### src/rtl/vga_timing_ctrl.sv
// VGA timing controller: free-running h/v counters frame a valid/ready pull from
// upstream and drive registered RGB, syncs and status pulses to the output pads.
module vga_timing_ctrl #(
    parameter int DATA_WIDTH = 12,
    parameter int H_ACTIVE   = 640,
    parameter int H_FP       = 16,
    parameter int H_SYNC     = 96,
    parameter int H_BP       = 48,
    parameter int V_ACTIVE   = 480,
    parameter int V_FP       = 10,
    parameter int V_SYNC     = 2,
    parameter int V_BP       = 33
) (
    input  logic                                                    clk,
    input  logic                                                    rst_n,
    input  logic                                                    en,
    input  logic [DATA_WIDTH-1:0]                                   data_in,
    input  logic                                                    data_valid,
    output logic                                                    data_ready,
    output logic [DATA_WIDTH-1:0]                                   rgb_out,
    output logic                                                    hsync,
    output logic                                                    vsync,
    output logic                                                    active,
    output logic                                                    frame_start,
    output logic                                                    underflow,
    output logic [$clog2(H_ACTIVE+H_FP+H_SYNC+H_BP)-1:0]            h_cnt,
    output logic [$clog2(V_ACTIVE+V_FP+V_SYNC+V_BP)-1:0]            v_cnt
);
    localparam int H_TOTAL = H_ACTIVE + H_FP + H_SYNC + H_BP;
    localparam int V_TOTAL = V_ACTIVE + V_FP + V_SYNC + V_BP;
    localparam int HW = $clog2(H_TOTAL);
    localparam int VW = $clog2(V_TOTAL);

    localparam logic [HW-1:0] H_LAST = HW'(H_TOTAL - 1);
    localparam logic [HW-1:0] H_VIS  = HW'(H_ACTIVE);
    localparam logic [HW-1:0] H_SS   = HW'(H_ACTIVE + H_FP);
    localparam logic [HW-1:0] H_SE   = HW'(H_ACTIVE + H_FP + H_SYNC);
    localparam logic [VW-1:0] V_LAST = VW'(V_TOTAL - 1);
    localparam logic [VW-1:0] V_VIS  = VW'(V_ACTIVE);
    localparam logic [VW-1:0] V_SS   = VW'(V_ACTIVE + V_FP);
    localparam logic [VW-1:0] V_SE   = VW'(V_ACTIVE + V_FP + V_SYNC);

    typedef enum logic [1:0] {IDLE, RUN, DRAIN} state_t;
    state_t state;

    logic running, h_last, v_last, window, in_hsync, in_vsync, at_origin;

    assign running    = (state != IDLE);
    assign h_last     = (h_cnt == H_LAST);
    assign v_last     = (v_cnt == V_LAST);
    assign at_origin  = (h_cnt == '0) && (v_cnt == '0);
    assign window     = running && (h_cnt < H_VIS) && (v_cnt < V_VIS);
    assign in_hsync   = running && (h_cnt >= H_SS) && (h_cnt < H_SE);
    assign in_vsync   = running && (v_cnt >= V_SS) && (v_cnt < V_SE);
    assign data_ready = window;

    always_ff @(posedge clk or negedge rst_n) begin
        if (!rst_n) begin
            state       <= IDLE;
            h_cnt       <= '0;
            v_cnt       <= '0;
            rgb_out     <= '0;
            hsync       <= 1'b1;
            vsync       <= 1'b1;
            active      <= 1'b0;
            frame_start <= 1'b0;
            underflow   <= 1'b0;
        end else begin
            // Output stage: everything derives from this cycle's counters, so all
            // pad signals share the same one-cycle latency.
            rgb_out     <= (window && data_valid) ? data_in : '0;
            hsync       <= !in_hsync;
            vsync       <= !in_vsync;
            active      <= window;
            frame_start <= (state == RUN) && at_origin;
            underflow   <= window && !data_valid;

            case (state)
                IDLE: begin
                    h_cnt <= '0;
                    v_cnt <= '0;
                    if (en) state <= RUN;
                end
                RUN, DRAIN: begin
                    if (h_last) begin
                        h_cnt <= '0;
                        v_cnt <= v_last ? '0 : v_cnt + VW'(1);
                    end else begin
                        h_cnt <= h_cnt + HW'(1);
                    end
                    // en only takes effect at a frame boundary; frames always finish.
                    if (h_last && v_last) state <= en ? RUN : IDLE;
                    else if (state == RUN && !en) state <= DRAIN;
                end
                default: state <= IDLE;
            endcase
        end
    end
endmodule

### config.mk
export PLATFORM = sky130hd
export DESIGN_NAME = vga_timing_ctrl
export DESIGN_NICKNAME = d
export VERILOG_FILES = /design/src/rtl/vga_timing_ctrl.sv
export SDC_FILE = /design/constraint.sdc
export NUM_CORES = 1
export LEC_CHECK = 0
export CELL_PAD_IN_SITES_DETAIL_PLACEMENT = 1
export CELL_PAD_IN_SITES_GLOBAL_PLACEMENT = 2
export CORE_MARGIN = 2
export CORE_UTILIZATION = 30
export CTS_CLUSTER_DIAMETER = 100
export DETAILED_ROUTE_END_ITERATION = 8
export PLACE_DENSITY = 0.83
export RECOVER_POWER = 25
export SETUP_SLACK_MARGIN = 0.2
export SYNTH_ARGS = -nofsm -noshare
export SYNTH_HDL_FRONTEND = slang
export SYNTH_SLANG_ARGS = --single-unit
### constraint.sdc
create_clock -name clk -period 4.7 [get_ports clk]
set_clock_uncertainty 0.2 [all_clocks]
set_input_delay 0.94 -clock clk [delete_from_list [all_inputs] [get_ports clk]]
set_output_delay 0.94 -clock clk [all_outputs]
set_load 0.01 [all_outputs]
==> impl_metrics.yaml, run 1 <==
timing:
  setup_tns_ps: 0
  fin_ws_ps: 1310
  slew_headroom: -0.445
  fin_crit_ps: 3390
  clock.fmax_ghz: 0.295
  finalSetupViolations: 0
  rsz0062_at_grt: "no"
  maxSlewViolCount: 40
  tightest_slew_ps: 2170
  period_share: 0.722
  hold_viol: 0
yosys:
  synth_top_area_frac: 0.449
  syn_area_um2: 2060
  avgSynthCellArea_um2: 10.2
  yosysUniqueCellTypes: 51
  synthCells: 202
  yosys.area.top_type: "dfrtp_1"
  synth_area_leaders: "dfrtp_1, ha_1, and2_1, a31oi_1, nand3_1"
  synth_nets: 225
  synth_warnings: 0
  ys_async_sr_fraction: 1.00
  ys_seq_elements: 39
  synth.yosys.seq_area_share: 0.475
  synth_edf_count: 0
  dominantRegCellSynth: "dfrtp_1"
global_route:
  track_usage: 0.150
  grt_pass1_wl_mm: 8.82
  grt_start_max_net_pins: 40
  overflow: 0
  grt_pass1_vias: 1689
  antenna_found_initial: 0
final_layout:
  nNetsFinal: 273
  final_common_cell: "clkdlybuf4s50_1"
  fillers: 745
  final_cell_mix: "clkdlybuf4s50_1, dfrtp_1, nand2_1"
  antenna_cells: 0
  final_core_util: 0.400
  layout-drive-gt1-share: 0.0876
  area_delta_synth_final_pct: 30.5
setup_path:
  required_ps: 3560
  start_kind: "flip-flop"
  slowest_stage: "or4b_4"
  slowest_delay_ps: 560
  cp_cell_sequence: "inv_1, ha_1, or4b_4, inv_1, clkdlybuf4s50_1"
  crit_fanout: 7
  rrSetupSlack_ps: 2280
  critPathBufInv: 3
  endpoint_kind: "output pin"
  critical_path.top_delay_family: "buffers and inverters"
  crit_path_frequent_cell: "inv_1"
  arrival_ps: 2250
  worstSetupPathType: "flip-flop to output pin"
clock_tree:
  postCtsHoldBufs: 0
  root_buffer: "clkbuf_8"
  h-tree-depth: 2
  post_cts_resized: 0
  post-cts-setup-buffers: 0
  cts.sinks: 39
  clkTransAtPathRegs_ps: 70
  clock_latency_ps: 300
  cts_tree: "built"
  max-clock-path-buffers: 2
  cts_buffers: 5
route:
  vias_per_cell: 5.17
  finalWirelength_mm: 5.24
  post-route-drc-count: 0
  dr.pass1.iters: 6
  drtIter0Drc: 63
  wl_per_cell_um: 15.8
  drtAntennaViolNets: 0
  via_count: 1710
worst_hold_path:
  hp-class: "flip-flop to flip-flop"
floorplanning:
  fp.dieW_um: 86.9
  dieHeight_um: 86.9
  rows: 30
  core_um2: 6720
  io_pins: 54
  dieArea_um2: 7550
  initial_core_util: 0.307
job:
  cap_viol_max_count: 1
placed_design:
  io_buffer_count: 53
  dp_hpwl_mm: 3.66
  preCtsSetupSlack_ps: 1630
  gp_congestion: 0.749
outcome:
  status: "complete, but fails checks"
  violations: "capacitance limit, slew limit"
power:
  power_density_nw_per_um2: 406
  power.leakage_nw: 1.13
  irDropWorstVdd_v: 0.000121
## layout make-up
cell class | count | area (um^2) | share of cell area
sequential | 39 | 978 | 0.364
multi-input combinational | 140 | 928 | 0.345
timing repair buffer | 53 | 524 | 0.195
tap | 80 | 100 | 0.0372
clock buffer | 6 | 82.6 | 0.0307
inverter | 11 | 41.3 | 0.0153
clock inverter | 2 | 35.0 | 0.0130
## metal layers
metal | global-route usage | part of all wire | wire [um]
met1 | 0.211 | 0.49 | 2590
met2 | 0.228 | 0.45 | 2370
met3 | 0.0360 | 0.041 | 215
met4 | 0.0469 | 0.013 | 66
met5 | 0 | 0 | 0
## cell families after synthesis
kind of cell    share of synthesized area
xor+xnor                           0.0170
simple gates                        0.272
fa+ha+maj                          0.0425
flops                               0.475
mux                               0.00971
compound gates                      0.109
buf+inv                            0.0752
## report_power, final
part	leakage (nW)	internal (mW)	total [mW]	switching (mW)
combinational	0.545	0.174	0.387	0.213
sequential	0.527	0.382	0.408	0.0267
clock	0.0612	0.172	0.296	0.124
total	1.13	0.727	1.09	0.364
## registers in the layout, summed over array words and instances (netlist names)
register / count
rgb_out: 12
h_cnt: 10
v_cnt: 10
state: 2
active: 1
frame_start: 1
hsync: 1
underflow: 1
vsync: 1
## cells in the mapped netlist (all sizes together) (3+ instances only)
master  count
o21ai      12
ha          7
nand4       3
nand3      14
xor2        3
buf         5
nand2      14
and3        6
dfrtp      37
and2       13
nor4        5
and4        5
nor2        9
clkbuf      7
a21oi       3
nand3b      7
nor3        3
a31oi      11
inv        11
## per-stage QoR
stage	cell area, um^2	cells	power [mW]	hold slack (ps)
after floorplan	2060	202	0.653	334
after global placement	2570	323	0.802	359
after detailed placement	2570	323	0.807	376
after CTS	2690	331	1.11	386
after global routing	2690	331	1.17	416
final	2690	331	1.09	383
## tightest hold or removal path, stage by stage (launching register included)
cell and delay, ps:
dfrtp_1 420, nand2_1 70, o21ai_0 60
## worst paths after layout
kind | start | cells past startpoint | end
worst min-delay path | h_cnt[1]$_DFFE_PN0P_ | 2 | h_cnt[1]$_DFFE_PN0P_
max in group asynchronous | rst_n | 1 | h_cnt[9]$_DFFE_PN0P_
worst min register to register | h_cnt[1]$_DFFE_PN0P_ | 2 | h_cnt[1]$_DFFE_PN0P_
worst max-delay path | state[0]$_DFFE_PN0P_ | 5 | data_ready
worst max register to register | state[0]$_DFFE_PN0P_ | 5 | v_cnt[9]$_DFFE_PN0P_
min in group asynchronous | rst_n | 1 | v_cnt[7]$_DFFE_PN0P_
Power figures use the tool's default switching activity.
==> inputs of run 2 (changes only) <==
--- a/config.mk
+++ b/config.mk
@@ -8,10 +8,10 @@
 export CELL_PAD_IN_SITES_DETAIL_PLACEMENT = 1
 export CELL_PAD_IN_SITES_GLOBAL_PLACEMENT = 2
 export CORE_MARGIN = 2
-export CORE_UTILIZATION = 30
+export CORE_UTILIZATION = 27
 export CTS_CLUSTER_DIAMETER = 100
 export DETAILED_ROUTE_END_ITERATION = 8
-export PLACE_DENSITY = 0.83
+export PLACE_DENSITY = 0.79
 export RECOVER_POWER = 25
 export SETUP_SLACK_MARGIN = 0.2
 export SYNTH_ARGS = -nofsm -noshare
==> constraint.sdc (replaced) <==
create_clock -name clk -period 2.8 [get_ports clk]
set_clock_uncertainty 0.2 [all_clocks]
set_input_delay 0.56 -clock clk [delete_from_list [all_inputs] [get_ports clk]]
set_output_delay 0.56 -clock clk [all_outputs]
set_load 0.01 [all_outputs]
==> impl_metrics.yaml, run 2 (synthesis gave the netlist of run 1 again) <==
clock_tree:
  clock_latency_ps: 290
  cts.sinks: 39
  root_buffer: "clkbuf_8"
  cts_buffers: 5
  max-clock-path-buffers: 2
  cts_tree: "built"
  h-tree-depth: 2
  postCtsHoldBufs: 0
  clkTransAtPathRegs_ps: 80
setup_path:
  required_ps: 2040
  arrival_ps: 1780
  endpoint_kind: "output pin"
  start_kind: "flip-flop"
  worstSetupPathType: "flip-flop to output pin"
  crit_fanout: 7
  slowest_delay_ps: 500
  cp_cell_sequence: "and4_4, or4b_4, inv_1, clkdlybuf4s15_1"
  critPathBufInv: 2
  critical_path.top_delay_family: "simple AND/OR/NAND/NOR gates"
  slowest_stage: "or4b_4"
power:
  irDropWorstVdd_v: 0.000261
  seq_power_share: 0.363
  power_frac_clock: 0.252
  power.leakage_nw: 1.17
  swShare: 0.338
  power_switching_mw: 0.632
  finalPower_mw: 1.87
  power_density_nw_per_um2: 677
  pwr-share-comb: 0.385
  power.internal_mw: 1.24
timing:
  setup_tns_ps: 0
  slew_headroom: 0.420
  tightest_slew_ps: 870
  holdWs_ps: 187
  clock.fmax_ghz: 0.394
  maxSlewViolCount: 0
  fin_crit_ps: 2540
  fin_ws_ps: 261
  rsz0062_at_grt: "no"
  period_share: 0.907
  hold_viol: 0
  finalSetupViolations: 0
final_layout:
  final_core_util: 0.377
  final_cell_mix: "clkdlybuf4s50_1, dfrtp_1, nand2_1"
  final_common_cell: "clkdlybuf4s50_1"
  antenna_cells: 0
  area_delta_synth_final_pct: 34.0
  regArea_um2: 978
  nNetsFinal: 280
  layout.cells.non_filler: 357
  largest_reg_flops: 12
  top_register: "rgb_out"
  design_area_um2: 2760
  fillers: 836
  multiInputGateArea_um2: 928
  layout-drive-gt1-share: 0.116
  reg_top3: "rgb_out (12), h_cnt (10), v_cnt (10)"
placed_design:
  dpl_cell_area_um2: 2630
  preCtsSetupSlack_ps: 196
  io_buffer_count: 53
  placed_cells: 346
  gp_congestion: 0.702
  dp_hpwl_mm: 3.96
outcome:
  status: "finished clean"
job:
  cap_viol_max_count: 0
route:
  dr.pass1.iters: 4
  drtAntennaViolNets: 0
  wl_per_cell_um: 15.4
  finalWirelength_mm: 5.51
  drtIter0Drc: 58
  post-route-drc-count: 0
  via_count: 1722
  vias_per_cell: 4.82
global_route:
  met3_usage: 0.0299
  busiest_layer: "met2"
  overflow: 0
  grt.met1_usage: 0.187
  track_usage: 0.139
  antenna_found_initial: 0
  use_met2: 0.227
  grt_pass1_vias: 1798
  grt_pass1_wl_mm: 9.38
  grt_start_max_net_pins: 40
floorplanning:
  fp.dieW_um: 91.4
  core_um2: 7330
  initial_core_util: 0.281
  io_pins: 54
  dieHeight_um: 91.4
  rows: 31
  dieArea_um2: 8350
worst_hold_path:
  hp-class: "input pin to async pin"
[run 2: cell types whose count changed in the layout (fill, tap and decap cells not counted), sizes merged]
| cell | delta |
|---|---|
| buf | +8 |
| clkbuf | -2 |
| clkdlybuf4s15 | +1 |
| clkdlybuf4s50 | -1 |
| clkinv | +1 |
[run 2: area by class of cell]
cell class / count / share of cell area
sequential: 39 / 0.354
multi-input combinational: 140 / 0.336
inverter: 11 / 0.0149
tap: 99 / 0.0448
clock inverter: 3 / 0.0159
timing repair buffer: 60 / 0.209
clock buffer: 5 / 0.0249
[run 2: timing repair]
action                                  CTS  global route
gates resized for setup                   1             1
buffers inserted                          2             1
endpoints found under the setup margin    1             1
[run 2: power groups by stage]
stage	combinational, mW	clock [mW]	sequential (mW)
finish	0.720	0.471	0.680
global route	0.792	0.513	0.693
global placement	0.690	0	0.693
CTS	0.713	0.492	0.682
detailed placement	0.690	0	0.700
floorplan	0.373	0	0.723
[run 2: layer usage]
metal / up-vias / wire length [um]
met5: - / 0
met4: 0 / 30
met3: 2 / 209
met2: 37 / 2680
met1: 846 / 2590
li1: 837 / -
[run 2: worst paths after layout]
path	from	to	slack, ps	cells past startpoint
setup / recovery	v_cnt[5]$_DFFE_PN0P_	data_ready	260	4
hold / removal	rst_n	h_cnt[2]$_DFFE_PN0P_	190	1
setup reg to reg	v_cnt[7]$_DFFE_PN0P_	state[0]$_DFFE_PN0P_	600	4
hold reg to reg	v_cnt[7]$_DFFE_PN0P_	v_cnt[7]$_DFFE_PN0P_	380	1
max in group asynchronous	rst_n	rgb_out[2]$_DFF_PN0_	1670	1
min in group clk	v_cnt[7]$_DFFE_PN0P_	v_cnt[7]$_DFFE_PN0P_	380	1
